===== config.mk =====
export PLATFORM = sky130hd
export DESIGN_NAME = rs_box
export DESIGN_NICKNAME = d
export VERILOG_FILES = /design/src/rtl/rs_box_pkg.sv /design/src/rtl/rs_box_gf4_mul.sv /design/src/rtl/rs_box.sv
export SDC_FILE = /design/constraint.sdc
export NUM_CORES = 1
export LEC_CHECK = 0
export ABC_CLOCK_PERIOD_IN_PS = 800
export CORE_UTILIZATION = 50
export DETAILED_ROUTE_END_ITERATION = 8
export GPL_TIMING_DRIVEN = 0
export MAX_ROUTING_LAYER = met4
export PLACE_DENSITY = 0.75
export SETUP_SLACK_MARGIN = 0.02
export SYNTH_ARGS = -nofsm -noshare
export SYNTH_HDL_FRONTEND = slang
export SYNTH_SLANG_ARGS = --single-unit

===== constraint.sdc =====
create_clock -name clk -period 0.8 [get_ports clk]
set_input_delay 0.16 -clock clk [delete_from_list [all_inputs] [get_ports clk]]
set_output_delay 0.16 -clock clk [all_outputs]
set_load 0.05 [all_outputs]

===== src/rtl/rs_box_pkg.sv =====
// rtl/rs_box_pkg.sv - constants and GF(2^4) helpers for the composite-field AES S-box
package rs_box_pkg;

    localparam logic [3:0] LAMBDA   = 4'hC;
    localparam logic [7:0] AFFINE_C = 8'h63;
    // x^4 = x + 1 reduction term for x^4+x+1
    localparam logic [3:0] GF4_RED  = 4'h3;

    // Row i gives output bit i as the parity of (row & input).
    // Isomorphism GF(2^8) -> GF((2^4)^2); its columns are the powers of the root 0x21 of the AES polynomial.
    localparam logic [7:0] DELTA [8] = '{
        8'h03, 8'hA8, 8'h5C, 8'h68, 8'h70, 8'hD2, 8'hAC, 8'hA0
    };

    // Inverse isomorphism followed by the affine matrix, folded into one matrix
    localparam logic [7:0] INV_AFFINE [8] = '{
        8'hF5, 8'hDF, 8'h49, 8'h95, 8'h5B, 8'h3E, 8'hD0, 8'hC6
    };

    // Multiplicative inverse in GF(2^4); entry 0 maps to 0 so a zero input yields 0x63
    localparam logic [3:0] GF4_INV [16] = '{
        4'h0, 4'h1, 4'h9, 4'hE, 4'hD, 4'hB, 4'h7, 4'h6,
        4'hF, 4'h2, 4'hC, 4'h5, 4'hA, 4'h4, 4'h3, 4'h8
    };

    function automatic logic [3:0] gf4_sq(input logic [3:0] a);
        return {a[3], a[3] ^ a[1], a[2], a[2] ^ a[0]};
    endfunction

    function automatic logic [3:0] gf4_mul_lambda(input logic [3:0] a);
        logic [3:0] p;
        logic [3:0] t;
        p = '0;
        t = a;
        for (int i = 0; i < 4; i++) begin
            if (LAMBDA[i]) p = p ^ t;
            t = {t[2:0], 1'b0} ^ (t[3] ? GF4_RED : 4'h0);
        end
        return p;
    endfunction

endpackage


===== src/rtl/rs_box_gf4_mul.sv =====
// rtl/rs_box_gf4_mul.sv - combinational GF(2^4) multiplier modulo x^4+x+1
module gf4_mul
    import rs_box_pkg::*;
(
    input  logic [3:0] a,
    input  logic [3:0] b,
    output logic [3:0] p
);

    logic [3:0] t;

    always_comb begin
        p = '0;
        t = a;
        for (int i = 0; i < 4; i++) begin
            if (b[i]) p = p ^ t;
            t = {t[2:0], 1'b0} ^ (t[3] ? GF4_RED : 4'h0);
        end
    end

endmodule


===== src/rtl/rs_box.sv =====
// rtl/rs_box.sv - AES forward S-box via GF((2^4)^2) inversion, one registered stage
module rs_box
    import rs_box_pkg::*;
(
    input  logic       clk,
    input  logic       rst_n,
    input  logic [7:0] inputbyte,
    output logic [7:0] outputbyte
);

    logic [7:0] mapped;
    logic [3:0] ah;
    logic [3:0] al;
    logic [3:0] ah_al;
    logic [3:0] ah_xor_al;
    logic [3:0] d;
    logic [3:0] d_inv;
    logic [3:0] inv_hi;
    logic [3:0] inv_lo;
    logic [7:0] sbox;

    always_comb begin
        mapped = '0;
        for (int i = 0; i < 8; i++) mapped[i] = ^(DELTA[i] & inputbyte);
    end

    assign ah        = mapped[7:4];
    assign al        = mapped[3:0];
    assign ah_xor_al = ah ^ al;

    gf4_mul u_mul_ah_al (.a(ah),        .b(al),    .p(ah_al));
    gf4_mul u_mul_hi    (.a(ah),        .b(d_inv), .p(inv_hi));
    gf4_mul u_mul_lo    (.a(ah_xor_al), .b(d_inv), .p(inv_lo));

    // Norm of ah*y + al over y^2 + y + lambda
    assign d     = gf4_mul_lambda(gf4_sq(ah)) ^ ah_al ^ gf4_sq(al);
    assign d_inv = GF4_INV[d];

    always_comb begin
        sbox = '0;
        for (int i = 0; i < 8; i++) sbox[i] = ^(INV_AFFINE[i] & {inv_hi, inv_lo});
        sbox = sbox ^ AFFINE_C;
    end

    always_ff @(posedge clk or negedge rst_n) begin
        if (!rst_n) outputbyte <= '0;
        else        outputbyte <= sbox;
    end

endmodule


Yosys cells after proc, flatten, opt, wreduce, memory -nomap -nowiden
Memories as Yosys holds them, arrays and structs flattened.
Index checks and enable logic that the tools add are counted.
{"block": "op_classes", "order_cmp": 1, "mux": 22, "n_bitwise": 28, "n_reduce_logical": 16}
{"operator": "parity 8 bit", "n": 16}
{"operator": "bitwise XOR 4 bit", "n": 20}
{"operator": "two-way mux 4 bit", "n": 14}
{"operator": "two-way mux 2 bit", "n": 8}
{"operator": "bitwise XOR 4 x 2 -> 4 bit", "n": 2}
{"operator": ">= comparator 5 bit, second input constant", "n": 1}
{"operator": "NOT 4 -> 5 bit", "n": 1}
{"operator": "NOT 4 bit", "n": 1}
{"operator": "bitwise XOR 1 bit", "n": 4}
{"block": "word_totals", "reg_bits": 8, "rom_bits": 64, "memories": 1}
{"memory": "(no name shown)", "depth": 16, "word_bits": 4, "read_ports": 1, "rd_ports_with_merged_regs": 0, "wr": 0, "line": "rs_box.sv:37", "text": "assign d_inv = GF4_INV[d];"}

Logic depth before layout (Yosys ltp)
Gate-level depths: netlist of run 1.
{"block": "depth", "depth_word": 24, "depth_mapped": 21, "depth_no_buf": 19}

Modules after synthesis
Synthesis of run 1 repeated with hierarchy kept, for this count alone.
{"block": "unflattened", "cells_unflattened": 179, "area_unflattened_um2": 1625.3}
{"module": "rs_box", "instances": 1, "cells_each": 74, "area_each_um2": 857.1, "seq_area_each_um2": 200.2}
{"module": "gf4_mul (u_mul_hi ...)", "instances": 2, "cells_each": 35, "area_each_um2": 254.0, "seq_area_each_um2": 0.0}
{"module": "gf4_mul (u_mul_ah_al)", "instances": 1, "cells_each": 35, "area_each_um2": 260.2, "seq_area_each_um2": 0.0}

Worst setup path before layout of run 1
No wires, ideal clock.
{"block": "synth_path", "path_kind": "in2reg", "start": "input port inputbyte[4]", "end": "register outputbyte[1]", "setup_ns": 0.136, "arrival_time_ns": 4.401, "required_ns": 0.664, "path_slack_ns": -3.737, "cell_stages": 19, "n_path_buf": 2, "path_cell_list": "buf_4 > xor2_1 > and2_1 > nor2_1 > ha_1 > xnor2_1 > xnor2_1 > and3_1 > o21a_1 > nor2_1 > inv_1 > ha_1 > mux4_2 > buf_2 > nor2_1 > mux2i_1 > xnor2_1 > xnor3_1 > xor3_1"}
{"block": "synth_between", "elab_chain_len": 23, "elab_cells_between_ends": 50, "classes_between": "18 x mux; 27 x bitwise; 4 x reduce/logical; 1 x memory"}
{"item": "start, declared", "line": "rs_box.sv:7", "text": "input logic [7:0] inputbyte,"}
{"item": "parity 8 bit", "line": "rs_box.sv:24", "text": "for (int i = 0; i < 8; i++) mapped[i] = ^(DELTA[i] & inputbyte);"}
{"item": "bitwise XOR 4 bit / two-way mux 4 bit (equally long branches)", "line": "rs_box_gf4_mul.sv:17, rs_box_gf4_mul.sv:16"}
{"item": "bitwise XOR 4 bit", "line": "rs_box_gf4_mul.sv:16", "text": "if (b[i]) p = p ^ t;"}
{"item": "two-way mux 4 bit", "line": "rs_box_gf4_mul.sv:16"}
{"item": "bitwise XOR 4 bit", "line": "rs_box_gf4_mul.sv:16"}
{"item": "two-way mux 4 bit", "line": "rs_box_gf4_mul.sv:16"}
{"item": "bitwise XOR 4 bit", "line": "rs_box_gf4_mul.sv:16"}
{"item": "two-way mux 4 bit", "line": "rs_box_gf4_mul.sv:16"}
{"item": "[8 not listed]"}
{"item": "two-way mux 4 bit", "line": "rs_box_gf4_mul.sv:16"}
{"item": "bitwise XOR 4 bit", "line": "rs_box_gf4_mul.sv:16"}
{"item": "two-way mux 4 bit", "line": "rs_box_gf4_mul.sv:16"}
{"item": "bitwise XOR 4 bit", "line": "rs_box_gf4_mul.sv:16"}
{"item": "two-way mux 4 bit", "line": "rs_box_gf4_mul.sv:16"}
{"item": "parity 8 bit *", "line": "rs_box.sv:41", "text": "for (int i = 0; i < 8; i++) sbox[i] = ^(INV_AFFINE[i] & {inv_hi, inv_lo});"}
{"item": "NOT 4 bit (no source line) *"}
{"item": "named net sbox[1]", "line": "rs_box.sv:20", "text": "logic [7:0] sbox;"}
{"item": "end signal, assigned", "line": "rs_box.sv:47", "text": "else outputbyte <= sbox;"}
{"item": "end, declared", "line": "rs_box.sv:8", "text": "output logic [7:0] outputbyte"}
The timed path passes the listed nets; every way through them passes the cells marked *. The select of a mux whose other input is x is not followed.

Final worst setup path of run 1
{"block": "layout_path", "start": "input port inputbyte[7]", "end": "register outputbyte[5]"}
{"block": "layout_between", "elab_chain_len": 24, "elab_cells_between_ends": 55, "classes_between": "22 x mux; 27 x bitwise; 5 x reduce/logical; 1 x memory"}
{"item": "parity 8 bit", "line": "rs_box.sv:24"}
{"item": "two-way mux 2 bit", "line": "rs_box_pkg.sv:37, rs_box_gf4_mul.sv:17"}
{"item": "bitwise XOR 4 bit", "line": "rs_box_gf4_mul.sv:17", "text": "t = {t[2:0], 1'b0} ^ (t[3] ? GF4_RED : 4'h0);"}
{"item": "bitwise XOR 4 bit", "line": "rs_box_gf4_mul.sv:16"}
{"item": "two-way mux 4 bit", "line": "rs_box_gf4_mul.sv:16"}
{"item": "bitwise XOR 4 bit", "line": "rs_box_gf4_mul.sv:16"}
{"item": "two-way mux 4 bit", "line": "rs_box_gf4_mul.sv:16"}
{"item": "bitwise XOR 4 bit", "line": "rs_box_gf4_mul.sv:16"}
{"item": "[9 not listed]"}
{"item": "two-way mux 4 bit", "line": "rs_box_gf4_mul.sv:16"}
{"item": "bitwise XOR 4 bit", "line": "rs_box_gf4_mul.sv:16"}
{"item": "two-way mux 4 bit", "line": "rs_box_gf4_mul.sv:16"}
{"item": "bitwise XOR 4 bit", "line": "rs_box_gf4_mul.sv:16"}
{"item": "two-way mux 4 bit", "line": "rs_box_gf4_mul.sv:16"}
{"item": "parity 8 bit *", "line": "rs_box.sv:41"}
{"item": "NOT 4 bit (no source line) *"}
{"item": "named net sbox[5]", "line": "rs_box.sv:20"}
Marks and branches as above.

==> results of run 1 <==
-- how the worst max path moves through the flow --
stage	slack (ps)	cells after the start	end	start
3_5_place_dp	-4430	20	outputbyte[0]$_DFF_PN0_	inputbyte[1]
5_1_grt	-3530	16	outputbyte[1]$_DFF_PN0_	inputbyte[7]
4_1_cts	-3200	21	outputbyte[1]$_DFF_PN0_	inputbyte[4]
6_report	-3390	16	outputbyte[5]$_DFF_PN0_	inputbyte[7]
2_1_floorplan	-3270	19	outputbyte[1]$_DFF_PN0_	inputbyte[6]
3_3_place_gp	-4390	20	outputbyte[0]$_DFF_PN0_	inputbyte[1]
-- worst max-delay path, cell delays in order --
cell	delay [ps]
clkdlybuf4s15_2	240
buf_6	150
xor2_1	410
nor2_1	120
nor4b_1	480
a21oi_2	80
xnor3_2	500
mux2_4	360
or2_1	240
buf_6	160
and2_4	160
a211o_1	300
xnor2_2	170
xnor3_1	470
buf_4	160
xor2_1	140
-- what timing repair did --
item	CTS	global route
setup buffers	23	13
endpoints found under the setup margin	16	16
pin swaps	21	28
gates resized for setup	103	31
-- Yosys cell counts (2+ instances only) --
cell type  number  area share [%]
xor2_2          3             2.5
and3_1          3            0.95
a211oi_1        3             1.1
a21oi_1         4             1.0
xnor2_2         3             2.5
inv_1           9             1.7
o211ai_1        4             1.5
buf_2           8             2.0
and2_1         10             3.2
nor2b_1         3            0.95
or2_2           2            0.63
clkbuf_1        2            0.38
o31ai_1         2            0.76
xnor3_1         5             5.7
buf_6           2             1.1
o22ai_1         4             1.3
nand2_1        13             2.5
nand3_1         7             1.8
xnor3_2         2             2.4
ha_1            7             4.4
or3_1           5             1.6
o21ai_0         7             1.8
buf_4           3             1.1
mux4_2          2             2.3
xor2_1         13             5.7
xor3_1          2             2.4
nor2_1         25             4.7
dfrtp_1         8              10
nor3_1          7             1.8
o21a_1          3             1.1
mux2i_1         7             3.5
xnor2_1        37              16
-- through the flow --
stage	worst slack (ps)	TNS [ps]	std cells	cell area [um2]	hold slack (ps)
floorplan	-3266	-24280	237	2108	-135.6
global placement	-4385	-36140	298	2298	450.0
detailed placement	-4428	-36460	298	2298	452.6
CTS	-3202	-25430	324	2734	207.3
global route	-3529	-28620	334	2943	239.6
finish	-3394	-27370	334	2943	203.2
-- final cells by class --
type / count / area (um2)
clock buffers: 3 / 41.29
inverters: 10 / 37.54
multi-input cells: 204 / 2033
repair buffers: 46 / 424.2
flip-flops and latches: 8 / 200.2
fillers: 220 / 800.8
well taps: 48 / 60.06
plain buffers: 15 / 146.4
-- cells by family after synthesis --
| family | synth area share [%] |
|---|---|
| AOI/OAI and AO/OA | 15.15 |
| adders and majority gates | 4.419 |
| buffers and inverters | 6.565 |
| and+or+nand+nor | 19.70 |
| xor gates and xnor gates | 37.50 |
| DFF | 10.10 |
| muxes | 6.565 |
-- metal layers --
layer	vias to the layer above	GRT usage (%)	share of wire, %
met5	-	-	0
met4	0	8.889	3.9
met3	22	4.930	6.0
met2	83	45.18	50
met1	916	31.66	40
li1	915	-	-
==> results.toml, run 1 <==
[sta]
relSlewSlack_pct = 52.87
tightest_slew_ps = 704.6
min_period_ps = 4194
setup_violations = 16
hold_viol_final = 0
fin_crit_sh_pct = 524.2
drv_slew = 0
timing.fmax_mhz = 238.4
rsz0062_at_grt = "true"
layout_setup_ws_ps = -3394

[cts]
cts.sinks = 8
ctsRootBufferMaster = "clkbuf_8"
cts_buffers = 3
cts_tree = "built"
clk_path_buf_depth = 2
htree_levels = 1
cts_hold_buf = 0
path_clk_slew_ps = 40

[yosys]
synth_enable_flop_cells = 0
synthArstFlopShare_pct = 100.0
postSynthAreaPerCell_um2 = 8.362
netlist_area_um2 = 1982
ys_seq_area_share_pct = 10.10
synth.distinct_cells = 54
ys_ff_latch = 8
synthCells = 237
ys.flop_type = "dfrtp_1"
ys.warnings.count = 0
synth_nets = 254

[floorplanning]
io_pins = 18
fp.dieH_um = 64.96
core_um2 = 3744
initial_core_util_pct = 52.94
die-area_um2 = 4220
die_w_um = 64.96
num_rows = 22

[global_route]
grt_start_max_net_pins = 11
first_global_vias = 1849
antenna_found_initial = 0
gr-total-overflow = 0
grt_pass1_wl_um = 8521
grt_usage_pct = 26.68

[layout]
final_nets = 305
area_growth_pct = 48.48
reg_top3 = "outputbyte (8)"
n_antenna_cell = 0
final_util_pct = 78.61
largest_register_ffs = 8
final_common_cell = "buf_4"
top_register = "outputbyte"
drive_gt1_share_pct = 43.71
final_cell_mix = "buf_4 (26), nor2_1 (22), xnor2_1 (22), buf_6 (21), xnor2_2 (16)"

[placement]
dpl.hpwl_um = 3303
io_buffers = 13
gp_congestion = 0.8624

[drt]
viasPerCell = 5.796
drc_errors = 0
routedWlPerCell_um = 18.10
drt-initial-drc-count = 132
vias = 1936
ant_nets = 0
dr.pass1.iters = 4
routed_wl_um = 6044

[run_status]
violations = "setup timing"
status = "finished with violations"

[worst_setup_path]
end_kind = "flip-flop"
worstPathRequired_ps = 920
worst-setup-path-type = "input port to flip-flop"
cp_max_fo = 10
critPathLaunchType = "input port"
cp_data_arrival_time_ps = 4320

[min_path]
hp-class = "input port to async pin"

[job]
cap_violations = 0
Power of run 1 is left out: the tool's default activity adds up to more than one toggle a clock period on the data nets, which glitch-free logic cannot reach.
==> run 2: changes to the inputs <==
--- a/config.mk
+++ b/config.mk
@@ -6,6 +6,7 @@
 export NUM_CORES = 1
 export LEC_CHECK = 0
 export ABC_CLOCK_PERIOD_IN_PS = 800
+export CORE_ASPECT_RATIO = 0.6
 export CORE_UTILIZATION = 50
 export DETAILED_ROUTE_END_ITERATION = 8
 export GPL_TIMING_DRIVEN = 0
==> run 2 against run 1 <==
The flow still finishes with violations (setup timing). Core utilization down 1.9 points. Final area down 2.9%. Setup slack worse by 54 ps. Cell count down 0.60%. Routed wire length up 2.8%. Count of clock-buffer cells in the layout unchanged. Sequential share of layout area up 0.21 points. Global-route usage up 1.7 points. Fmax down 1.3%. Via count up 4.3%. Flip-flop and latch count unchanged. Critical path type unchanged. Critical endpoint is now outputbyte[1]$_DFF_PN0_. Largest cell class unchanged.
==> results.toml, run 2 (same netlist as run 1, synthesis figures left out) <==
[sta]
tightest_slew_ps = 686.8
drv_slew = 0
fin_crit_sh_pct = 531.0
rsz0062_at_grt = "true"
min_period_ps = 4248
relSlewSlack_pct = 54.06
holdWs_ps = 200.8
hold_viol_final = 0
timing.fmax_mhz = 235.4
tns_ps = -27260
setup_violations = 16
layout_setup_ws_ps = -3448

[floorplanning]
die-area_um2 = 4228
core_um2 = 3722
io_pins = 18
fp.dieH_um = 50.77
die_w_um = 83.28
num_rows = 17
initial_core_util_pct = 53.24

[cts]
clk_path_buf_depth = 2
cts.sinks = 8
htree_levels = 1
cts_buffers = 3
cts_tree = "built"
cts_hold_buf = 0
ctsRootBufferMaster = "clkbuf_8"
path_clk_slew_ps = 40

[min_path]
hp-class = "input port to async pin"

[layout]
largest_register_ffs = 8
reg_top3 = "outputbyte (8)"
drive_gt1_share_pct = 39.30
n_antenna_cell = 0
final_cell_mix = "buf_4 (28), xnor2_1 (24), nor2_1 (22), buf_6 (15), nand2_1 (13)"
area_growth_pct = 44.13
final_util_pct = 76.74
fin_area_um2 = 2856
final_nets = 304
final_common_cell = "buf_4"
top_register = "outputbyte"

[worst_setup_path]
cp_max_fo = 6
end_kind = "flip-flop"
critPathLaunchType = "input port"
cp_data_arrival_time_ps = 4350
worstPathRequired_ps = 910
worst-setup-path-type = "input port to flip-flop"

[drt]
vias = 2020
drt-initial-drc-count = 241
viasPerCell = 6.084
routed_wl_um = 6212
dr.pass1.iters = 5
drc_errors = 0
ant_nets = 0
routedWlPerCell_um = 18.71

[run_status]
status = "finished with violations"
violations = "setup timing"

[global_route]
gr-total-overflow = 0
grt_start_max_net_pins = 11
grt_pass1_wl_um = 8956
first_global_vias = 1746
grt_usage_pct = 28.35
antenna_found_initial = 0

[placement]
gp_congestion = 0.8866
dpl.hpwl_um = 3551
place_area_um2 = 2297
io_buffers = 13

[job]
cap_violations = 0
[run 2: layout make-up]
type,count,area [um2]
Buffer,15,146.4
Clock buffer,3,41.29
Fill cell,237,865.8
Inverter,10,37.54
Multi-Input combinational cell,204,1974
Sequential cell,8,200.2
Tap cell,47,58.81
Timing Repair Buffer,45,397.9
[run 2: repair_timing]
| item | CTS | global route |
|---|---|---|
| gates cloned | 1 | 0 |
| buffers inserted | 20 | 11 |
| setup endpoints to repair | 16 | 16 |
| pin swaps | 28 | 20 |
| gates resized for setup | 109 | 5 |
[run 2: layer usage]
metal / global-route usage [%] / vias up / routed length [um] / part of all wire, %
met4: 4.310 / 0 / 106 / 1.7
met1: 40.12 / 949 / 2711 / 44
li1: - / 911 / - / -
met5: - / - / 0 / 0
met3: 5.592 / 19 / 681 / 11
met2: 42.90 / 141 / 2713 / 44
[run 2: stage by stage]
step           worst slack (ps)  std cells
2_1_floorplan             -3266        237
3_3_place_gp              -4431        297
3_5_place_dp              -4491        297
4_1_cts                   -3275        321
5_1_grt                   -3577        332
6_report                  -3448        332
[run 2: worst max-delay path, cell delays in order]
cell and delay, ps:
buf_8 100, buf_12 120, xor2_4 160, nor2_2 200, nor2_4 70, ha_4 180
xnor2_4 130, xnor2_2 160, and3_4 160, o21a_1 220, nor2_4 160, inv_2 70
ha_4 240, mux4_2 520, buf_12 170, buf_2 150, or3_1 340, o311ai_2 120
xnor2_2 190, xor2_2 190, buf_4 140, xor3_1 390
[run 2: worst paths after layout]
path,to,cells after the start,slack (ps),from
max,outputbyte[1]$_DFF_PN0_,22,-3450,inputbyte[4]
min,outputbyte[4]$_DFF_PN0_,1,200,rst_n
max in group asynchronous,outputbyte[6]$_DFF_PN0_,1,340,rst_n
min in group clk,outputbyte[6]$_DFF_PN0_,6,870,inputbyte[1]
Power of run 2 is left out for the same reason.
